## src/rtl/vga_timing_gen.sv

```systemverilog
// ----------------------------------------------------------------------------
// vga_timing_gen
//   Raster timing generator for 640x480@60Hz (defaults) driven by the pixel
//   clock. Upstream of the pattern/colour generator, which consumes
//   hpos/vpos/display_on; hsync/vsync go straight to the pins.
//
//   Every output is a register. The counters and all derived outputs are
//   loaded together from the *next* counter values, so hsync/vsync/
//   display_on/strobes are aligned with the hpos/vpos reported in the same
//   cycle.
//
//   Optional feature (macro VGA_FRAME_COUNTER_EN): adds an 8-bit frame
//   counter output that steps on every frame_start. When the macro is not
//   defined the port and its register do not exist.
//
// Ports
//   clk          in   pixel clock
//   rst_n        in   asynchronous active-low reset
//   ena          in   count enable; low freezes timing and clears strobes
//   hpos         out  current column, 0..H_TOTAL-1
//   vpos         out  current line,   0..V_TOTAL-1
//   hsync        out  horizontal sync, active level = SYNC_POL
//   vsync        out  vertical sync,   active level = SYNC_POL
//   display_on   out  high inside the visible window
//   line_start   out  one-cycle strobe when hpos becomes 0
//   frame_start  out  one-cycle strobe when (hpos,vpos) becomes (0,0)
//   frame_cnt    out  frame counter (VGA_FRAME_COUNTER_EN only)
// ----------------------------------------------------------------------------
module vga_timing_gen #(
    parameter int   H_VISIBLE = 640,
    parameter int   H_FRONT   = 16,
    parameter int   H_SYNC    = 96,
    parameter int   H_BACK    = 48,
    parameter int   V_VISIBLE = 480,
    parameter int   V_FRONT   = 10,
    parameter int   V_SYNC    = 2,
    parameter int   V_BACK    = 33,
    parameter logic SYNC_POL  = 1'b0
) (
    input  logic       clk,
    input  logic       rst_n,
    input  logic       ena,
    output logic [9:0] hpos,
    output logic [9:0] vpos,
    output logic       hsync,
    output logic       vsync,
    output logic       display_on,
    output logic       line_start,
    output logic       frame_start
`ifdef VGA_FRAME_COUNTER_EN
    ,
    output logic [7:0] frame_cnt
`endif
);

    localparam int H_TOTAL = H_VISIBLE + H_FRONT + H_SYNC + H_BACK;
    localparam int V_TOTAL = V_VISIBLE + V_FRONT + V_SYNC + V_BACK;

    localparam logic [9:0] H_LAST = 10'(H_TOTAL - 1);
    localparam logic [9:0] V_LAST = 10'(V_TOTAL - 1);

    // Window bounds are 11 bits wide so an end bound equal to a 1024 total
    // still fits.
    localparam logic [10:0] H_VIS    = 11'(H_VISIBLE);
    localparam logic [10:0] V_VIS    = 11'(V_VISIBLE);
    localparam logic [10:0] HS_START = 11'(H_VISIBLE + H_FRONT);
    localparam logic [10:0] HS_END   = 11'(H_VISIBLE + H_FRONT + H_SYNC);
    localparam logic [10:0] VS_START = 11'(V_VISIBLE + V_FRONT);
    localparam logic [10:0] VS_END   = 11'(V_VISIBLE + V_FRONT + V_SYNC);

    logic [9:0] r_hpos;
    logic [9:0] r_vpos;
    logic       r_hsync;
    logic       r_vsync;
    logic       r_display_on;
    logic       r_line_start;
    logic       r_frame_start;

    logic [9:0] w_hpos_next;
    logic [9:0] w_vpos_next;
    logic       w_h_wrap;
    logic       w_hsync_act;
    logic       w_vsync_act;
    logic       w_display_next;
    logic       w_line_start_next;
    logic       w_frame_start_next;

    // Next position and everything derived from it.
    always_comb begin
        w_h_wrap    = (r_hpos == H_LAST);
        w_hpos_next = w_h_wrap ? 10'd0 : r_hpos + 10'd1;
        w_vpos_next = r_vpos;
        if (w_h_wrap) begin
            w_vpos_next = (r_vpos == V_LAST) ? 10'd0 : r_vpos + 10'd1;
        end

        w_hsync_act = ({1'b0, w_hpos_next} >= HS_START) &&
                      ({1'b0, w_hpos_next} <  HS_END);
        w_vsync_act = ({1'b0, w_vpos_next} >= VS_START) &&
                      ({1'b0, w_vpos_next} <  VS_END);
        w_display_next     = ({1'b0, w_hpos_next} < H_VIS) &&
                             ({1'b0, w_vpos_next} < V_VIS);
        w_line_start_next  = (w_hpos_next == 10'd0);
        w_frame_start_next = w_line_start_next && (w_vpos_next == 10'd0);
    end

    // Reset parks the counters on the last pixel of the frame so the first
    // enabled edge lands on (0,0) and fires both strobes.
    always_ff @(posedge clk or negedge rst_n) begin
        if (!rst_n) begin
            r_hpos        <= H_LAST;
            r_vpos        <= V_LAST;
            r_hsync       <= ~SYNC_POL;
            r_vsync       <= ~SYNC_POL;
            r_display_on  <= 1'b0;
            r_line_start  <= 1'b0;
            r_frame_start <= 1'b0;
        end else if (ena) begin
            r_hpos        <= w_hpos_next;
            r_vpos        <= w_vpos_next;
            r_hsync       <= w_hsync_act ? SYNC_POL : ~SYNC_POL;
            r_vsync       <= w_vsync_act ? SYNC_POL : ~SYNC_POL;
            r_display_on  <= w_display_next;
            r_line_start  <= w_line_start_next;
            r_frame_start <= w_frame_start_next;
        end else begin
            // Frozen: levels hold, strobes drop so a held position never
            // repeats its strobe.
            r_line_start  <= 1'b0;
            r_frame_start <= 1'b0;
        end
    end

    assign hpos        = r_hpos;
    assign vpos        = r_vpos;
    assign hsync       = r_hsync;
    assign vsync       = r_vsync;
    assign display_on  = r_display_on;
    assign line_start  = r_line_start;
    assign frame_start = r_frame_start;

`ifdef VGA_FRAME_COUNTER_EN
    logic [7:0] r_frame_cnt;

    // Steps on the same edge that raises frame_start; wraps naturally.
    always_ff @(posedge clk or negedge rst_n) begin
        if (!rst_n) begin
            r_frame_cnt <= 8'd0;
        end else if (ena && w_frame_start_next) begin
            r_frame_cnt <= r_frame_cnt + 8'd1;
        end
    end

    assign frame_cnt = r_frame_cnt;
`endif

endmodule

```

## config.mk

```make
export PLATFORM = sky130hd
export DESIGN_NAME = vga_timing_gen
export DESIGN_NICKNAME = d
export VERILOG_FILES = /design/src/rtl/vga_timing_gen.sv
export SDC_FILE = /design/constraint.sdc
export NUM_CORES = 1
export LEC_CHECK = 0
export ABC_AREA = 1
export CAP_MARGIN = 20
export CORE_MARGIN = 2
export CORE_UTILIZATION = 40
export CTS_BUF_LIST = sky130_fd_sc_hd__clkbuf_16
export CTS_CLUSTER_SIZE = 12
export DETAILED_ROUTE_END_ITERATION = 10
export GPL_ROUTABILITY_DRIVEN = 0
export SLEW_MARGIN = 5
export SYNTH_ARGS = -nofsm -noshare
export SYNTH_HDL_FRONTEND = slang
export SYNTH_SLANG_ARGS = --single-unit
```

## constraint.sdc

```tcl
create_clock -name clk -period 2.16 [get_ports clk]
set_input_delay 0.216 -clock clk [delete_from_list [all_inputs] [get_ports clk]]
set_output_delay 0.216 -clock clk [all_outputs]
set_load 0.02 [all_outputs]
```

==> impl_metrics.py <==
metrics = {
    "critical_path": {
        "required_ns": 2.32,
        "cp-start-kind": "register",
        "reg2reg_to": "display_on",
        "crit_fanout": 8,
        "crit_slowest_cell": "dfstp_2",
        "critPathMaxStageDelay_ns": 0.60,
        "cp.buffers_inverters": 1,
        "end_kind": "register",
        "cp_cell_sequence": "ha_4 > nand2_2 > nor2_4 > nand4_4 > buf_4 > o21ai_1 > nand2_1 > nor2_1 > nand2_1 > nand2_1 > nand2_1",
        "rr_worst_depth": 11,
        "crit_type": "reg2reg",
        "r2r-start": "hpos[1]",
        "cpMostUsedCell": "nand2_1",
        "reg2reg_slack_ns": 0.21,
        "cpLargestDelayFamily": "simple AND/OR/NAND/NOR gates",
        "critPathArrivalTime_ns": 2.10,
    },
    "logic_synthesis": {
        "synth_common_cells": "87 x nand2_1, 43 x nor2_1, 36 x inv_1",
        "synth_edf_count": 0,
        "synthDistinctLibCells": 26,
        "ys.flop_type": "dfrtp_1",
        "yosysSeqAreaShare_pct": 33.9,
        "netlist_area_um2": 1890,
        "yosysTopAreaCellShare_pct": 17.3,
        "synth.top_cells.by_area": "nand2_1 17%, dfrtp_1 17%, dfstp_2 17%",
        "synth_top_area_cell": "nand2_1",
        "syn_area_per_cell_um2": 6.39,
        "async_reset_ff_share_pct": 100,
        "yosysMostFrequentCell": "nand2_1",
        "synth_seq_cells": 25,
        "syn_inst": 296,
        "ys_warn_count": 0,
        "syn-num-nets": 303,
    },
    "routing": {
        "ant_nets": 0,
        "wire_per_inst_um": 13.0,
        "drtPass1Iterations": 4,
        "drc": 0,
        "vias_per_cell": 5.20,
        "vias": 1980,
        "first_iter_violations": 113,
        "wirelength_mm": 4.94,
    },
    "timing": {
        "slew_headroom_pct": 46.6,
        "setup-violations-final": 0,
        "report.final.slew_viol_count": 0,
        "max_freq_mhz": 514,
        "hold_violations": 0,
        "worst_clock_skew_ns": 0.00431,
        "rsz0062_at_grt": "false",
        "setup-tns-final_ns": 0,
        "tightest_slew_ns": 0.800,
        "min_period_ns": 1.95,
        "timing.final.crit_share_pct": 90.1,
    },
    "power": {
        "p_leak_nw": 1.09,
        "power_per_cell_area_nw_per_um2": 904,
        "peakVddDrop_v": 0.000710,
        "finalPower_mw": 2.13,
    },
    "global_route": {
        "grt_pass1_wl_mm": 8.47,
        "first_global_vias": 1803,
        "grt-ovfl-total": 0,
        "grt_use_total_pct": 20.3,
        "grt_max_degree": 30,
        "antenna_found_initial": 0,
    },
    "min_path": {
        "worst_hold_path_type": "in2async",
    },
    "clocking": {
        "hold_buffers": 0,
        "cts_sinks": 25,
        "cts_tree": "built",
        "clk_latency_ns": 0.26,
        "root_buffer": "clkbuf_16",
        "cts_inserted_buffers": 3,
        "htreeDepth": 1,
        "clkTransAtPathRegs_ns": 0.07,
        "clk_path_buf_depth": 2,
    },
    "run": {
        "drv_cap": 0,
    },
    "floorplanning": {
        "die_w_um": 72.8,
        "start_util_pct": 40.8,
        "io_pins": 28,
        "rows": 25,
        "core_area_um2": 4630,
        "dieArea_um2": 5290,
        "die_h_um": 72.8,
    },
    "placed_design": {
        "dp_hpwl_mm": 3.69,
        "io_buffers": 27,
    },
    "layout": {
        "nNetsFinal": 335,
        "diodes": 0,
        "syn_to_final_growth_pct": 24.7,
        "drive_above_1_share_pct": 13.1,
        "fillerInstances": 495,
    },
    "status": {
        "status": "finished, final reports clean",
    },
}
how the worst max path moves through the flow:
stage	startpoint	to	slack [ns]	cells past startpoint
global placement	hpos[0]	display_on	0.11	10
global route	hpos[1]	frame_start	0.03	12
finish	hpos[1]	display_on	0.21	11
CTS	hpos[0]	display_on	0.05	10
floorplan	hpos[0]	display_on	0.31	11
detailed placement	hpos[0]	display_on	0.07	10
registers in the layout (all words and copies together), names as in the netlist:
name         count
hsync            1
hpos            10
vpos            10
vsync            1
frame_start      1
display_on       1
line_start       1
worst register-to-register path: cells and delay by family, from the launching register on:
| family | cells | cell delay (ns) |
|---|---|---|
| buf+inv | 1 | 0.20 |
| compound gates | 1 | 0.19 |
| flops | 1 | 0.60 |
| simple gates | 8 | 0.69 |
| fa+ha+maj | 1 | 0.17 |
layout make-up:
cell class / instances / area, um^2 / share of cell area, %
timing repair buffer: 38 / 353 / 15.0
sequential: 25 / 641 / 27.2
clock buffer: 3 / 75.1 / 3.18
clock inverter: 1 / 7.51 / 0.318
inverter: 38 / 143 / 6.05
multi-input combinational: 222 / 1070 / 45.4
tap: 54 / 67.6 / 2.87
cell usage in the layout, fill, tap and decap left out, types with 3 or more instances in the layout:
cell type	n
nor2_2	3
nand3_1	34
nor2_1	43
o21ai_1	4
nand2_1	87
o21ai_0	21
clkdlybuf4s50_1	27
buf_4	11
clkbuf_16	3
nand4_1	12
ha_1	3
dfrtp_1	13
inv_1	36
nor2_4	3
dfstp_2	12
routing by layer:
layer | vias to the layer above | global-route usage [%] | routed length, um
li1 | 1013 | - | -
met1 | 917 | 26.7 | 2210
met4 | 0 | 5.97 | 75
met2 | 42 | 34.7 | 2460
met3 | 8 | 2.76 | 197
met5 | - | 0 | 0
metrics by stage:
| step | area, um^2 | instances | setup WS, ns | hold slack [ns] | util (%) |
|---|---|---|---|---|---|
| after global routing | 2360 | 381 | 0.0296 | 0.360 | 50.9 |
| after floorplan | 1890 | 296 | 0.313 | -0.0796 | - |
| final | 2360 | 381 | 0.213 | 0.329 | 50.9 |
| after global placement | 2210 | 371 | 0.112 | 0.468 | 47.7 |
| after detailed placement | 2210 | 371 | 0.0705 | 0.478 | 47.7 |
| after CTS | 2290 | 375 | 0.0529 | 0.345 | 49.5 |
report_power, final:
part / total (mW) / switching (mW) / internal (mW)
Combinational: 0.891 / 0.532 / 0.360
Sequential: 0.810 / 0.201 / 0.609
Clock: 0.429 / 0.177 / 0.252
logic make-up after synthesis:
logic type               Yosys count  synth area share, %
AND/OR/NAND/NOR                  188                 44.5
AO/OA/AOI/OAI                     30                 8.40
adder cells (fa/ha/maj)            4                 2.65
flip-flops                        25                 33.9
buffers and inverters             49                 10.6
timing repair:
| action | 4_1_cts | 5_1_grt |
|---|---|---|
| setup endpoints to repair | 0 | 4 |
| buffers inserted | 0 | 6 |
| resized for setup | 0 | 4 |
Note: power is estimated with default switching activity, not from simulation.
==> RTL edit 1, RTL diff (config.mk and constraints unchanged) <==
Set the parameter `SYNC_POL` to 1'b1 (it was 1'b0).
--- a/src/rtl/vga_timing_gen.sv
+++ b/src/rtl/vga_timing_gen.sv
@@ -37,3 +37,3 @@
     parameter int   V_BACK    = 33,
-    parameter logic SYNC_POL  = 1'b0
+    parameter logic SYNC_POL  = 1'b1
 ) (
Behaviour: not the same (a bounded check fails within 4 cycles, from zero or initial values and one cycle with rst_n low).
==> RTL edit 1 against the original RTL <==
  * Clock power down 4%
  * Power fell by 5.4%
  * Cell area is 6.4% lower
  * Worst setup slack better by 18 ps
  * Wire length down 12%
  * Area after synthesis fell by 5.2%
  * Sequential cell count did not move
  * Core utilization grew 0.094 points
  * Critical endpoint is now frame_start
==> RTL edit 1: results (changes against the original RTL) <==
largest net degree at the start of global routing 29 (-3.3%); layout cells sized above 1 0.152 (+0.0202); Multi-input comb cells 197 (-11%); WL final 4330 um (-12%); relative slew slack 0.778 (+0.312); crit path time final 1930 ps (-17.5 ps); Avg Synthesized Cell Area 6.87 um^2 (+7.6%); Power Sequential 768 uW (-5.2%); Place WS 224 ps (+154 ps); Synth area leaders dfrtp_1 (21%), nand2_1 (17%), dfstp_2 (15%); run status completed; GRT met1 Usage 0.235 (-0.0319); crit-path max FO 11 (+3); layout overhead on the synthesized area 23.0%; vias in the first global route 1504 (-17%); register area 638 um^2 (-0.39%); Area after DPL 2130 um^2 (-3.7%); multi-input logic portion of the cell area 0.453 (-0.00115); skew final 5.18 ps (+0.872 ps); Largest stage delay, worst path 580 ps (-20 ps); reg2reg end frame_start; Final Net Count 298 (-11%); met2 WL 2060 um (-16%); combinational power 835 uW (-6.3%); Int Pwr 1190 uW (-2.5%); Via density 4.87 (-6.4%); count of non-CTS inverters in the layout 33 (-13%); number of fill cells 434 (-12%); post-synth net total 268 (-12%); Crit path arrival time 2130 ps (+30 ps); first-pass GRT wire length 7110 um (-16%); top cells by instance count after synthesis nand2_1 (79), inv_1 (31), nand3_1 (26); Hold WS 327 ps (-2.31 ps); DR iter-0 viols 82 (-27%); total track usage 0.176 (-0.0268)
==> RTL edit 1: cell count changes in the layout (fill, tap and decap cells not counted), moves of 4 or more <==
cell / change
buf_4: -7
inv_1: -4
nand2_1: -8
nand3_1: -8
nand3_2: +6
nand4_1: -8
nor2_1: -19
==> RTL edit 1: kinds of logic after synthesis <==
group / after synthesis / share of synthesized area
AO/OA/AOI/OAI: 28 / 0.0782
XOR/XNOR: 1 / 0.00489
adder cells (fa/ha/maj): 4 / 0.0279
buffers and inverters: 39 / 0.0865
flip-flops: 25 / 0.356
AND/OR/NAND/NOR: 164 / 0.447
==> RTL edit 1: worst reg2reg max path, stage by stage, from the launching register on <==
cell and delay, ps:
dfstp_2 580, ha_1 230, nand4_1 180, nor2_2 130, buf_4 190, nand3_2 100, nand3_1 150, and3_1 190
nand2_2 60, nor2_2 60
==> RTL edit 2, RTL diff (config.mk and constraints unchanged) <==
Without the edit above. Put one more register stage on the output `hsync`. The value now appears one clock later. The other outputs are not delayed to match.
--- a/src/rtl/vga_timing_gen.sv
+++ b/src/rtl/vga_timing_gen.sv
@@ -135,3 +135,5 @@
     assign vpos        = r_vpos;
-    assign hsync       = r_hsync;
+    always_ff @(posedge clk) begin
+        hsync <= r_hsync;
+    end
     assign vsync       = r_vsync;
Formal check against the unedited RTL: no difference found for any inputs over 10 cycles, from zero or initial values and one cycle with rst_n low; that may be too few to reach the edited logic, so the function may still have changed.
==> RTL edit 2 against the original RTL <==
  * Worst setup slack worse by 20 ps
  * Wire length up 1.4%
  * Non-clock buffer count down 4
  * Via count down 2.7%
  * Cell area down 0.11%
  * Sequential cell count up 1
  * Combinational power up 5.8%
  * Area after synthesis up 1.1%
  * Power up 2.2%
  * Cell count down 0.52%
  * Maximum frequency down 1.0%
  * Largest power group unchanged
==> RTL edit 2: results (changes against the original RTL) <==
Place WS 99.2 ps (+28.7 ps); Compound-Gate Fraction of Synth Area 0.0832 (-0.000881); crit path to frame_start; Leak 0.00109 uW (+0.24%); multi-input logic area 1080 um^2 (+1.1%); fraction of power consumed by the clock network 0.196 (-0.005); vias in the first global route 1731 (-4.0%); total track usage 0.200 (-0.00319); Max Clock Freq 0.508 GHz (-1.0%); DR iter-0 viols 162 (+43%); Crit path arrival time 2160 ps (+60 ps); combinational power 943 uW (+5.8%); Hold WC Path Type input pin to async pin; Final Net Count 333 (-0.60%); run status completed; layout cells sized above 1 0.120 (-0.0115); Multi-input comb cells 223 (+0.45%); distinct cell type count of the synthesized netlist 27 (+3.8%); hpwl dp 3620 um (-1.9%); flop2flop setup slack 190 ps (-20 ps); Largest stage delay, worst path 580 ps (-20 ps); first-pass GRT wire length 8380 um (-1.1%); clk cell area share 0.0335 (-0.00156); Placed Cells incl. Taps 372 (+0.27%); crit-path max FO 7 (-1); clk sink count 26 (+4.0%); Worst Max-Slew Pin Slew 760 ps (-39.8 ps); adder-cell share of the synthesized area 0.0262 (-0.000277); WL final 5010 um (+1.4%); switching part of the total 0.429 (+0.00221); Synth area leaders nand2_1 (17%), dfrtp_1 (17%), dfstp_2 (17%); sequential fraction of the synthesis area 0.346 (+0.00693); Comb pwr share 0.433 (+0.015); wire per inst 13.2 um (+2.0%); post-synth net total 304 (+0.33%); skew final 1.94 ps (-2.37 ps); Worst VDD drop 449 uV (-37%); top cells by instance count after synthesis nand2_1 (87), nor2_1 (43), inv_1 (36); Area after DPL 2230 um^2 (+0.91%); Seq area share 0.281 (+0.00879); number of non-clock buffers 34 (-11%); count of non-CTS inverters in the layout 38 (unchanged); Async SR Flop Fraction 0.962 (-0.0385); number of fill cells 468 (-5.5%)
-- RTL edit 2: cell types whose count changed after synthesis, sizes merged --
| cell | delta |
|---|---|
| dfxtp | +1 |
-- RTL edit 2: worst min-delay path by stage --
| stage | start | to | slack [ps] |
|---|---|---|---|
| 5_1_grt | rst_n | line_start | 360 |
| 3_5_place_dp | r_hsync | hsync | 400 |
| 3_3_place_gp | r_hsync | hsync | 400 |
| 2_1_floorplan | rst_n | display_on | -80 |
| 6_report | rst_n | vpos[8] | 320 |
| 4_1_cts | rst_n | vpos[8] | 330 |
-- RTL edit 2: routing by layer --
layer	routed length [um]	share of wire	track usage	vias up
met5	0	0	0	-
li1	-	-	-	1013
met3	182	0.036	0.0290	7
met4	64	0.013	0.0700	0
met1	2590	0.52	0.305	859
met2	2180	0.43	0.284	47
-- RTL edit 2: timing repair --
| action | in CTS | in global routing |
|---|---|---|
| resized for setup | 0 | 4 |
| setup endpoints to repair | 0 | 4 |
| setup buffers | 0 | 2 |
